## config.mk

```make
export PLATFORM = sky130hd
export DESIGN_NAME = vmem_seq_flat
export DESIGN_NICKNAME = d
export VERILOG_FILES = /design/src/rtl/vp_pkg.sv /design/src/rtl/vmem_seq_if.sv /design/src/rtl/vmem_addr_gen.sv /design/src/rtl/vmem_seq.sv /design/src/flat_wrapper.sv
export SDC_FILE = /design/constraint.sdc
export NUM_CORES = 1
export LEC_CHECK = 0
export BUFFER_PORTS_ARGS = -buffer_cell sky130_fd_sc_hd__buf_2
export CAP_MARGIN = 20
export CORE_AREA = 3 3 81 83
export CTS_BUF_LIST = sky130_fd_sc_hd__clkbuf_4
export DETAILED_ROUTE_END_ITERATION = 16
export DIE_AREA = 0 0 84 86
export PLACE_DENSITY = 0.7
export SLEW_MARGIN = 20
export SYNTH_ARGS = -nofsm -noshare
export SYNTH_HDL_FRONTEND = slang
export SYNTH_HIERARCHICAL = 1
export SYNTH_SLANG_ARGS = --single-unit
export TNS_END_PERCENT = 1
```

## constraint.sdc

```tcl
create_clock -name clk -period 1.93 [get_ports clk]
set_input_delay 0.386 -clock clk [delete_from_list [all_inputs] [get_ports clk]]
set_output_delay 0.386 -clock clk [all_outputs]
set_load 0.05 [all_outputs]
```

## src/rtl/vp_pkg.sv

```systemverilog
// Shared types and defaults for the vector memory sequencer: FSM state
// encoding, default geometry, and the load/store direction encoding.
package vp_pkg;

  localparam int VLEN_DEF = 8;
  localparam int DW_DEF   = 8;
  localparam int AW_DEF   = 8;

  localparam logic RW_LOAD  = 1'b0;
  localparam logic RW_STORE = 1'b1;

  typedef enum logic [2:0] {
    S_IDLE,
    S_SETUP,
    S_ACCESS,
    S_WB,
    S_FIN
  } state_t;

endpackage

```

## src/rtl/vmem_seq_if.sv

```systemverilog
// Memory and vector-register-file bus driven by the sequencer (master)
// and served by the memory / vector RF (slave).
interface vmem_seq_if #(
  parameter int VLEN = 8,
  parameter int DW   = 8,
  parameter int AW   = 8
);
  localparam int EW = $clog2(VLEN);

  logic [2:0]    vreg_idx;
  logic [EW-1:0] vreg_elem;
  logic          vreg_we;
  logic [DW-1:0] vreg_wdata;
  logic [DW-1:0] vreg_rdata;
  logic [AW-1:0] mem_addr;
  logic          mem_re;
  logic          mem_we;
  logic [DW-1:0] mem_wdata;
  logic [DW-1:0] mem_rdata;

  modport master (
    output vreg_idx, vreg_elem, vreg_we, vreg_wdata, mem_addr, mem_re, mem_we, mem_wdata,
    input  vreg_rdata, mem_rdata
  );

  modport slave (
    input  vreg_idx, vreg_elem, vreg_we, vreg_wdata, mem_addr, mem_re, mem_we, mem_wdata,
    output vreg_rdata, mem_rdata
  );
endinterface

```

## src/rtl/vmem_addr_gen.sv

```systemverilog
// Incremental address accumulator (base + i*step, wrapping mod 2^AW)
// and element counter for one vector access.
module vmem_addr_gen
  import vp_pkg::*;
#(
  parameter int VLEN = VLEN_DEF,
  parameter int AW   = AW_DEF,
  parameter int EW   = $clog2(VLEN)
) (
  input  logic          clk,
  input  logic          reset,
  input  logic          init,
  input  logic          advance,
  input  logic [AW-1:0] base,
  input  logic [AW-1:0] step,
  output logic [AW-1:0] addr,
  output logic [EW-1:0] elem,
  output logic          last
);

  logic [AW-1:0] step_q;

  always_ff @(posedge clk) begin
    if (reset) begin
      addr   <= '0;
      step_q <= '0;
      elem   <= '0;
    end else if (init) begin
      addr   <= base;
      step_q <= step;
      elem   <= '0;
    end else if (advance) begin
      addr <= addr + step_q;
      elem <= elem + EW'(1);
    end
  end

  assign last = (elem == EW'(VLEN - 1));

endmodule

```

## src/rtl/vmem_seq.sv

```systemverilog
// Vector load/store sequencer: walks VLEN elements, one memory access each.
// Define VMEM_MASK_EN to honour mask_enable/mask; otherwise every element is accessed.
module vmem_seq
  import vp_pkg::*;
#(
  parameter int VLEN = VLEN_DEF,
  parameter int DW   = DW_DEF,
  parameter int AW   = AW_DEF
) (
  input  logic            clk,
  input  logic            reset,
  input  logic            start,
  input  logic            rw,
  input  logic            stride_enable,
  input  logic            mask_enable,
  input  logic [2:0]      vx_select,
  input  logic [2:0]      rx_select,
  input  logic [2:0]      ry_select,
  output logic [2:0]      sreg_raddr_a,
  output logic [2:0]      sreg_raddr_b,
  input  logic [AW-1:0]   sreg_rdata_a,
  input  logic [AW-1:0]   sreg_rdata_b,
  input  logic [VLEN-1:0] mask,
  output logic            busy,
  output logic            done,
  vmem_seq_if.master      bus
);

  localparam int EW = $clog2(VLEN);

`ifdef VMEM_MASK_EN
  localparam logic MASK_FEATURE = 1'b1;
`else
  localparam logic MASK_FEATURE = 1'b0;
`endif

  state_t state, nstate;

  logic            rw_q, se_q, me_q;
  logic [2:0]      vx_q, rx_q, ry_q;
  logic [VLEN-1:0] mask_q;
  logic            init, advance, last, elem_en;
  logic            mem_re, mem_we, vreg_we;
  logic [AW-1:0]   addr;
  logic [EW-1:0]   elem;

  vmem_addr_gen #(.VLEN(VLEN), .AW(AW), .EW(EW)) u_addr_gen (
    .clk     (clk),
    .reset   (reset),
    .init    (init),
    .advance (advance),
    .base    (sreg_rdata_a),
    .step    (se_q ? sreg_rdata_b : AW'(1)),
    .addr    (addr),
    .elem    (elem),
    .last    (last)
  );

  always_ff @(posedge clk) begin
    if (reset) begin
      state  <= S_IDLE;
      rw_q   <= RW_LOAD;
      se_q   <= 1'b0;
      me_q   <= 1'b0;
      vx_q   <= '0;
      rx_q   <= '0;
      ry_q   <= '0;
      mask_q <= '1;
    end else begin
      state <= nstate;
      if (state == S_IDLE && start) begin
        rw_q <= rw;
        se_q <= stride_enable;
        me_q <= mask_enable;
        vx_q <= vx_select;
        rx_q <= rx_select;
        ry_q <= ry_select;
      end
      if (state == S_SETUP)
        mask_q <= (me_q && MASK_FEATURE) ? mask : '1;
    end
  end

  assign elem_en = mask_q[elem];

  // Masked-off elements still consume a cycle and advance the address.
  always_comb begin
    nstate  = state;
    init    = 1'b0;
    advance = 1'b0;
    done    = 1'b0;
    mem_re  = 1'b0;
    mem_we  = 1'b0;
    vreg_we = 1'b0;
    case (state)
      S_IDLE:  if (start) nstate = S_SETUP;
      S_SETUP: begin
        init   = 1'b1;
        nstate = S_ACCESS;
      end
      S_ACCESS: begin
        if (elem_en && rw_q == RW_LOAD) begin
          mem_re = 1'b1;
          nstate = S_WB;
        end else begin
          mem_we  = elem_en && (rw_q == RW_STORE);
          advance = 1'b1;
          nstate  = last ? S_FIN : S_ACCESS;
        end
      end
      S_WB: begin
        vreg_we = 1'b1;
        advance = 1'b1;
        nstate  = last ? S_FIN : S_ACCESS;
      end
      S_FIN: begin
        done   = 1'b1;
        nstate = S_IDLE;
      end
      default: nstate = S_IDLE;
    endcase
  end

  assign busy           = (state != S_IDLE);
  assign sreg_raddr_a   = rx_q;
  assign sreg_raddr_b   = ry_q;
  assign bus.vreg_idx   = vx_q;
  assign bus.vreg_elem  = elem;
  assign bus.vreg_we    = vreg_we;
  assign bus.vreg_wdata = vreg_we ? bus.mem_rdata : '0;
  assign bus.mem_addr   = addr;
  assign bus.mem_re     = mem_re;
  assign bus.mem_we     = mem_we;
  assign bus.mem_wdata  = mem_we ? bus.vreg_rdata : '0;

endmodule

```

## src/flat_wrapper.sv

```systemverilog
// flat-port wrapper written by rule: the top's interface ports become plain ports
module vmem_seq_flat import vp_pkg::*;
#(
  parameter int VLEN = VLEN_DEF,
  parameter int DW   = DW_DEF,
  parameter int AW   = AW_DEF
)
  (clk, reset, start, rw, stride_enable, mask_enable, vx_select, rx_select, ry_select, sreg_raddr_a, sreg_raddr_b, sreg_rdata_a, sreg_rdata_b, mask, busy, done, bus_vreg_idx, bus_vreg_elem, bus_vreg_we, bus_vreg_wdata, bus_mem_addr, bus_mem_re, bus_mem_we, bus_mem_wdata, bus_vreg_rdata, bus_mem_rdata);
  vmem_seq_if #(.VLEN(VLEN), .DW(DW), .AW(AW)) bus_i ();
  input  logic clk;
  input  logic reset;
  input  logic start;
  input  logic rw;
  input  logic stride_enable;
  input  logic mask_enable;
  input  logic [2:0] vx_select;
  input  logic [2:0] rx_select;
  input  logic [2:0] ry_select;
  output logic [2:0] sreg_raddr_a;
  output logic [2:0] sreg_raddr_b;
  input  logic [AW-1:0] sreg_rdata_a;
  input  logic [AW-1:0] sreg_rdata_b;
  input  logic [VLEN-1:0] mask;
  output logic busy;
  output logic done;
  output wire logic [$bits(bus_i.vreg_idx)-1:0] bus_vreg_idx;
  output wire logic [$bits(bus_i.vreg_elem)-1:0] bus_vreg_elem;
  output wire logic [$bits(bus_i.vreg_we)-1:0] bus_vreg_we;
  output wire logic [$bits(bus_i.vreg_wdata)-1:0] bus_vreg_wdata;
  output wire logic [$bits(bus_i.mem_addr)-1:0] bus_mem_addr;
  output wire logic [$bits(bus_i.mem_re)-1:0] bus_mem_re;
  output wire logic [$bits(bus_i.mem_we)-1:0] bus_mem_we;
  output wire logic [$bits(bus_i.mem_wdata)-1:0] bus_mem_wdata;
  input wire logic [$bits(bus_i.vreg_rdata)-1:0] bus_vreg_rdata;
  input wire logic [$bits(bus_i.mem_rdata)-1:0] bus_mem_rdata;
  assign bus_vreg_idx = bus_i.vreg_idx;
  assign bus_vreg_elem = bus_i.vreg_elem;
  assign bus_vreg_we = bus_i.vreg_we;
  assign bus_vreg_wdata = bus_i.vreg_wdata;
  assign bus_mem_addr = bus_i.mem_addr;
  assign bus_mem_re = bus_i.mem_re;
  assign bus_mem_we = bus_i.mem_we;
  assign bus_mem_wdata = bus_i.mem_wdata;
  assign bus_i.vreg_rdata = bus_vreg_rdata;
  assign bus_i.mem_rdata = bus_mem_rdata;
  vmem_seq #(.VLEN(VLEN), .DW(DW), .AW(AW)) u_core (.clk(clk), .reset(reset), .start(start), .rw(rw), .stride_enable(stride_enable), .mask_enable(mask_enable), .vx_select(vx_select), .rx_select(rx_select), .ry_select(ry_select), .sreg_raddr_a(sreg_raddr_a), .sreg_raddr_b(sreg_raddr_b), .sreg_rdata_a(sreg_rdata_a), .sreg_rdata_b(sreg_rdata_b), .mask(mask), .busy(busy), .done(done), .bus(bus_i));
endmodule
```

==> impl_metrics.env <==
export IMPL_status="finished, violations left"
export IMPL_violations="negative setup slack"
export IMPL_syn_nets=288
export IMPL_routed_via_density=4.86
export IMPL_root_buffer="clkbuf_4"
export IMPL_leakage_nw=1.34
export IMPL_worst_setup_path_start_kind="register"
export IMPL_maxSlewViolCount=0
export IMPL_skew_ns=0.00997
export IMPL_timing_hold_ws_ns=0.288
export IMPL_grt_ovfl_total=0
export IMPL_ir_drop_uv=231
export IMPL_fmax_mhz=513
export IMPL_finalSetupViolations=6
export IMPL_cts_max_level=2
export IMPL_row_count=28
export IMPL_final_util_pct=46.6
export IMPL_yosysTopAreaCell="dfxtp_1"
export IMPL_die_h_um=86
export IMPL_finalHoldViolCount=0
export IMPL_ctsLongestPathBuffers=2
export IMPL_instances_no_fill=389
export IMPL_arrival_ns=1.56
export IMPL_first_pass_iters=4
export IMPL_drive_above_1_share_pct=41.7
export IMPL_synth_cell_types=46
export IMPL_die_w_um=84
export IMPL_worst_slack_ns=-0.0186
export IMPL_path_max_fanout=6
export IMPL_track_usage_pct=13.9
export IMPL_endpoint_kind="output port"
export IMPL_antenna_found_initial=0
export IMPL_cts_tree="yes"
export IMPL_cts_clk_slew_worst_paths_ns=0.11
export IMPL_drv_cap=0
export IMPL_num_fill_cells=569
export IMPL_post_route_min_period_ns=1.95
export IMPL_required_ns=1.54
export IMPL_ys_ff_latch=33
export IMPL_timing_slew_headroom_pct=75.3
export IMPL_syn_avg_cell_area_um2=9.04
export IMPL_start_util_pct=34.0
export IMPL_clock_sinks=33
export IMPL_hold_path_class="in2reg"
export IMPL_synth_area_leaders="dfxtp_1, mux2i_1, nand2b_1"
export IMPL_numPortBuffers=86
export IMPL_placeableCoreArea_mm2=0.00592
export IMPL_synth_area_mm2=0.00202
export IMPL_num_antenna_cells=0
export IMPL_rsz0062_at_grt="yes"
export IMPL_hpwl_um=3600
export IMPL_crit_type="reg2out"
export IMPL_grt_start_max_net_pins=44
export IMPL_cts_buffers=5
export IMPL_period_share_pct=101
export IMPL_gp_congestion=0.829
export IMPL_drc=0
export IMPL_die_area_mm2=0.00722
export IMPL_syn2layout_area_growth_pct=36.9
export IMPL_fin_nets=378
export IMPL_worstMarginPinSlew_ns=0.369
export IMPL_syn_inst=223
export IMPL_yosysTopAreaCellShare_pct=32.8
export IMPL_power_density_mw_per_mm2=589
export IMPL_synth_yosys_seq_area_share_pct=32.8
export IMPL_yosysWarnings=6
export IMPL_wirelength_um=4950
export IMPL_grt_pass1_vias=1808
export IMPL_io_pins=96
export IMPL_finalPower_mw=1.63
export IMPL_via_count=1890
export IMPL_grt_pass1_wl_um=8240
export IMPL_clock_latency_ns=0.33
export IMPL_placedCellCount=378
export IMPL_first_iter_violations=61
export IMPL_detail_route_antenna_nets=0
export IMPL_routedWlPerCell_um=12.7
## layout by cell type, fill, tap and decap left out, types with 3 or more instances in the layout
| cell type | instances |
|---|---|
| buf_8 | 8 |
| inv_1 | 5 |
| nand2_1 | 9 |
| and2_4 | 8 |
| nor3b_1 | 3 |
| ha_1 | 9 |
| buf_4 | 16 |
| nor2_1 | 20 |
| clkbuf_4 | 6 |
| a21oi_1 | 8 |
| buf_2 | 71 |
| and2_1 | 15 |
| nor3_1 | 6 |
| nand2b_1 | 28 |
| mux2i_1 | 25 |
| dfxtp_1 | 30 |
| buf_6 | 3 |
## routing by layer
metal | track usage [%] | up-vias | share of wire, %
met5 | 0 | - | 0
met4 | 5.41 | 0 | 0.93
met3 | 3.36 | 4 | 7.1
met2 | 24.0 | 72 | 51
met1 | 16.6 | 870 | 41
li1 | - | 944 | -
## synthesized netlist by cell type (all sizes together)
| master | n |
|---|---|
| and3b | 1 |
| nor2b | 1 |
| a22oi | 2 |
| nor3b | 5 |
| o31a | 1 |
| a2111oi | 1 |
| xnor2 | 2 |
| o21bai | 1 |
| buf | 9 |
| inv | 5 |
| nand2 | 9 |
| a22o | 1 |
| nand3 | 1 |
| clkbuf | 6 |
| or3 | 1 |
| ha | 9 |
| o31ai | 1 |
| nor4b | 3 |
| nor2 | 20 |
| nor4bb | 1 |
| o21a | 2 |
| a41o | 1 |
| and2 | 23 |
| nand2b | 29 |
| o22ai | 1 |
| nor3 | 6 |
| a211o | 2 |
| a222oi | 1 |
| nor4 | 1 |
| a21oi | 8 |
| o221a | 1 |
| a211oi | 1 |
| mux2i | 25 |
| mux2 | 1 |
| or2 | 1 |
| o2111a | 1 |
| fa | 1 |
| or3b | 2 |
| dfxtp | 33 |
| xor2 | 1 |
| o21ai | 2 |
## critical path, stage by stage, from the launching register on
cell      delay (ns)
dfxtp_2         0.34
buf_6           0.12
nor4bb_4        0.30
buf_2           0.19
and2_4          0.15
buf_8           0.14
## layout make-up
cell class	instances	area [µm²]	share of cell area, %
Clock buffer	6	45.0	1.63
Timing Repair Buffer	98	629	22.8
Inverter	5	18.8	0.680
Clock inverter	2	10.0	0.363
Multi-Input combinational cell	170	1290	46.9
Sequential cell	33	667	24.2
Tap cell	75	93.8	3.40
## report_power, final
part           switching, mW  internal [mW]
sequential            0.0357          0.722
clock                  0.236          0.153
combinational          0.293          0.186
## what timing repair did
action | in CTS | in global routing
cloned | 1 | 0
hold buffers | 0 | 0
setup endpoints to repair | 18 | 19
gates resized for setup | 35 | 19
pin swaps | 1 | 9
setup buffers | 0 | 2
## sequential cells by signal (all words and copies together) (netlist names)
register	cells
u_core/u_addr_gen/addr	8
u_core/u_addr_gen/step_q	8
u_core/bus.vreg_idx	3
u_core/sreg_raddr_a	3
u_core/sreg_raddr_b	3
u_core/state	3
u_core/u_addr_gen/elem	3
u_core/rw_q	1
u_core/se_q	1
## metrics by stage
stage                     setup WS, ns  instance area, µm²  TNS, ns
after CTS                      -0.0224                2690   -0.126
after global placement           0.166                2520        0
final                          -0.0186                2760  -0.0652
after global routing            -0.139                2760    -1.18
after detailed placement         0.142                2520        0
after floorplan                 -0.106                2020   -0.196
## cell families after synthesis
group	Yosys count	share of synthesized area, %
AOI/OAI and AO/OA	27	9.99
xor gates and xnor gates	3	1.30
adders and majority gates	10	6.58
buffers and inverters	20	5.77
DFF	33	32.8
muxes	26	13.0
and+or+nand+nor	104	30.6
## final timing paths
kind | startpoint | end | slack, ns | cells after the start
setup / recovery | u_core/state[2]$_SDFFE_PP0P_ | bus_mem_wdata[7] | -0.02 | 5
hold / removal | sreg_rdata_a[2] | u_core/u_addr_gen/addr[2]$_SDFFE_PP0P_ | 0.29 | 3
setup reg to reg | u_core/u_addr_gen/addr[0]$_SDFFE_PP0P_ | u_core/u_addr_gen/addr[6]$_SDFFE_PP0P_ | 0.20 | 7
hold reg to reg | u_core/bus.vreg_idx[1]$_SDFFE_PP0P_ | u_core/bus.vreg_idx[1]$_SDFFE_PP0P_ | 0.48 | 2
Power figures use the tool's default switching activity.
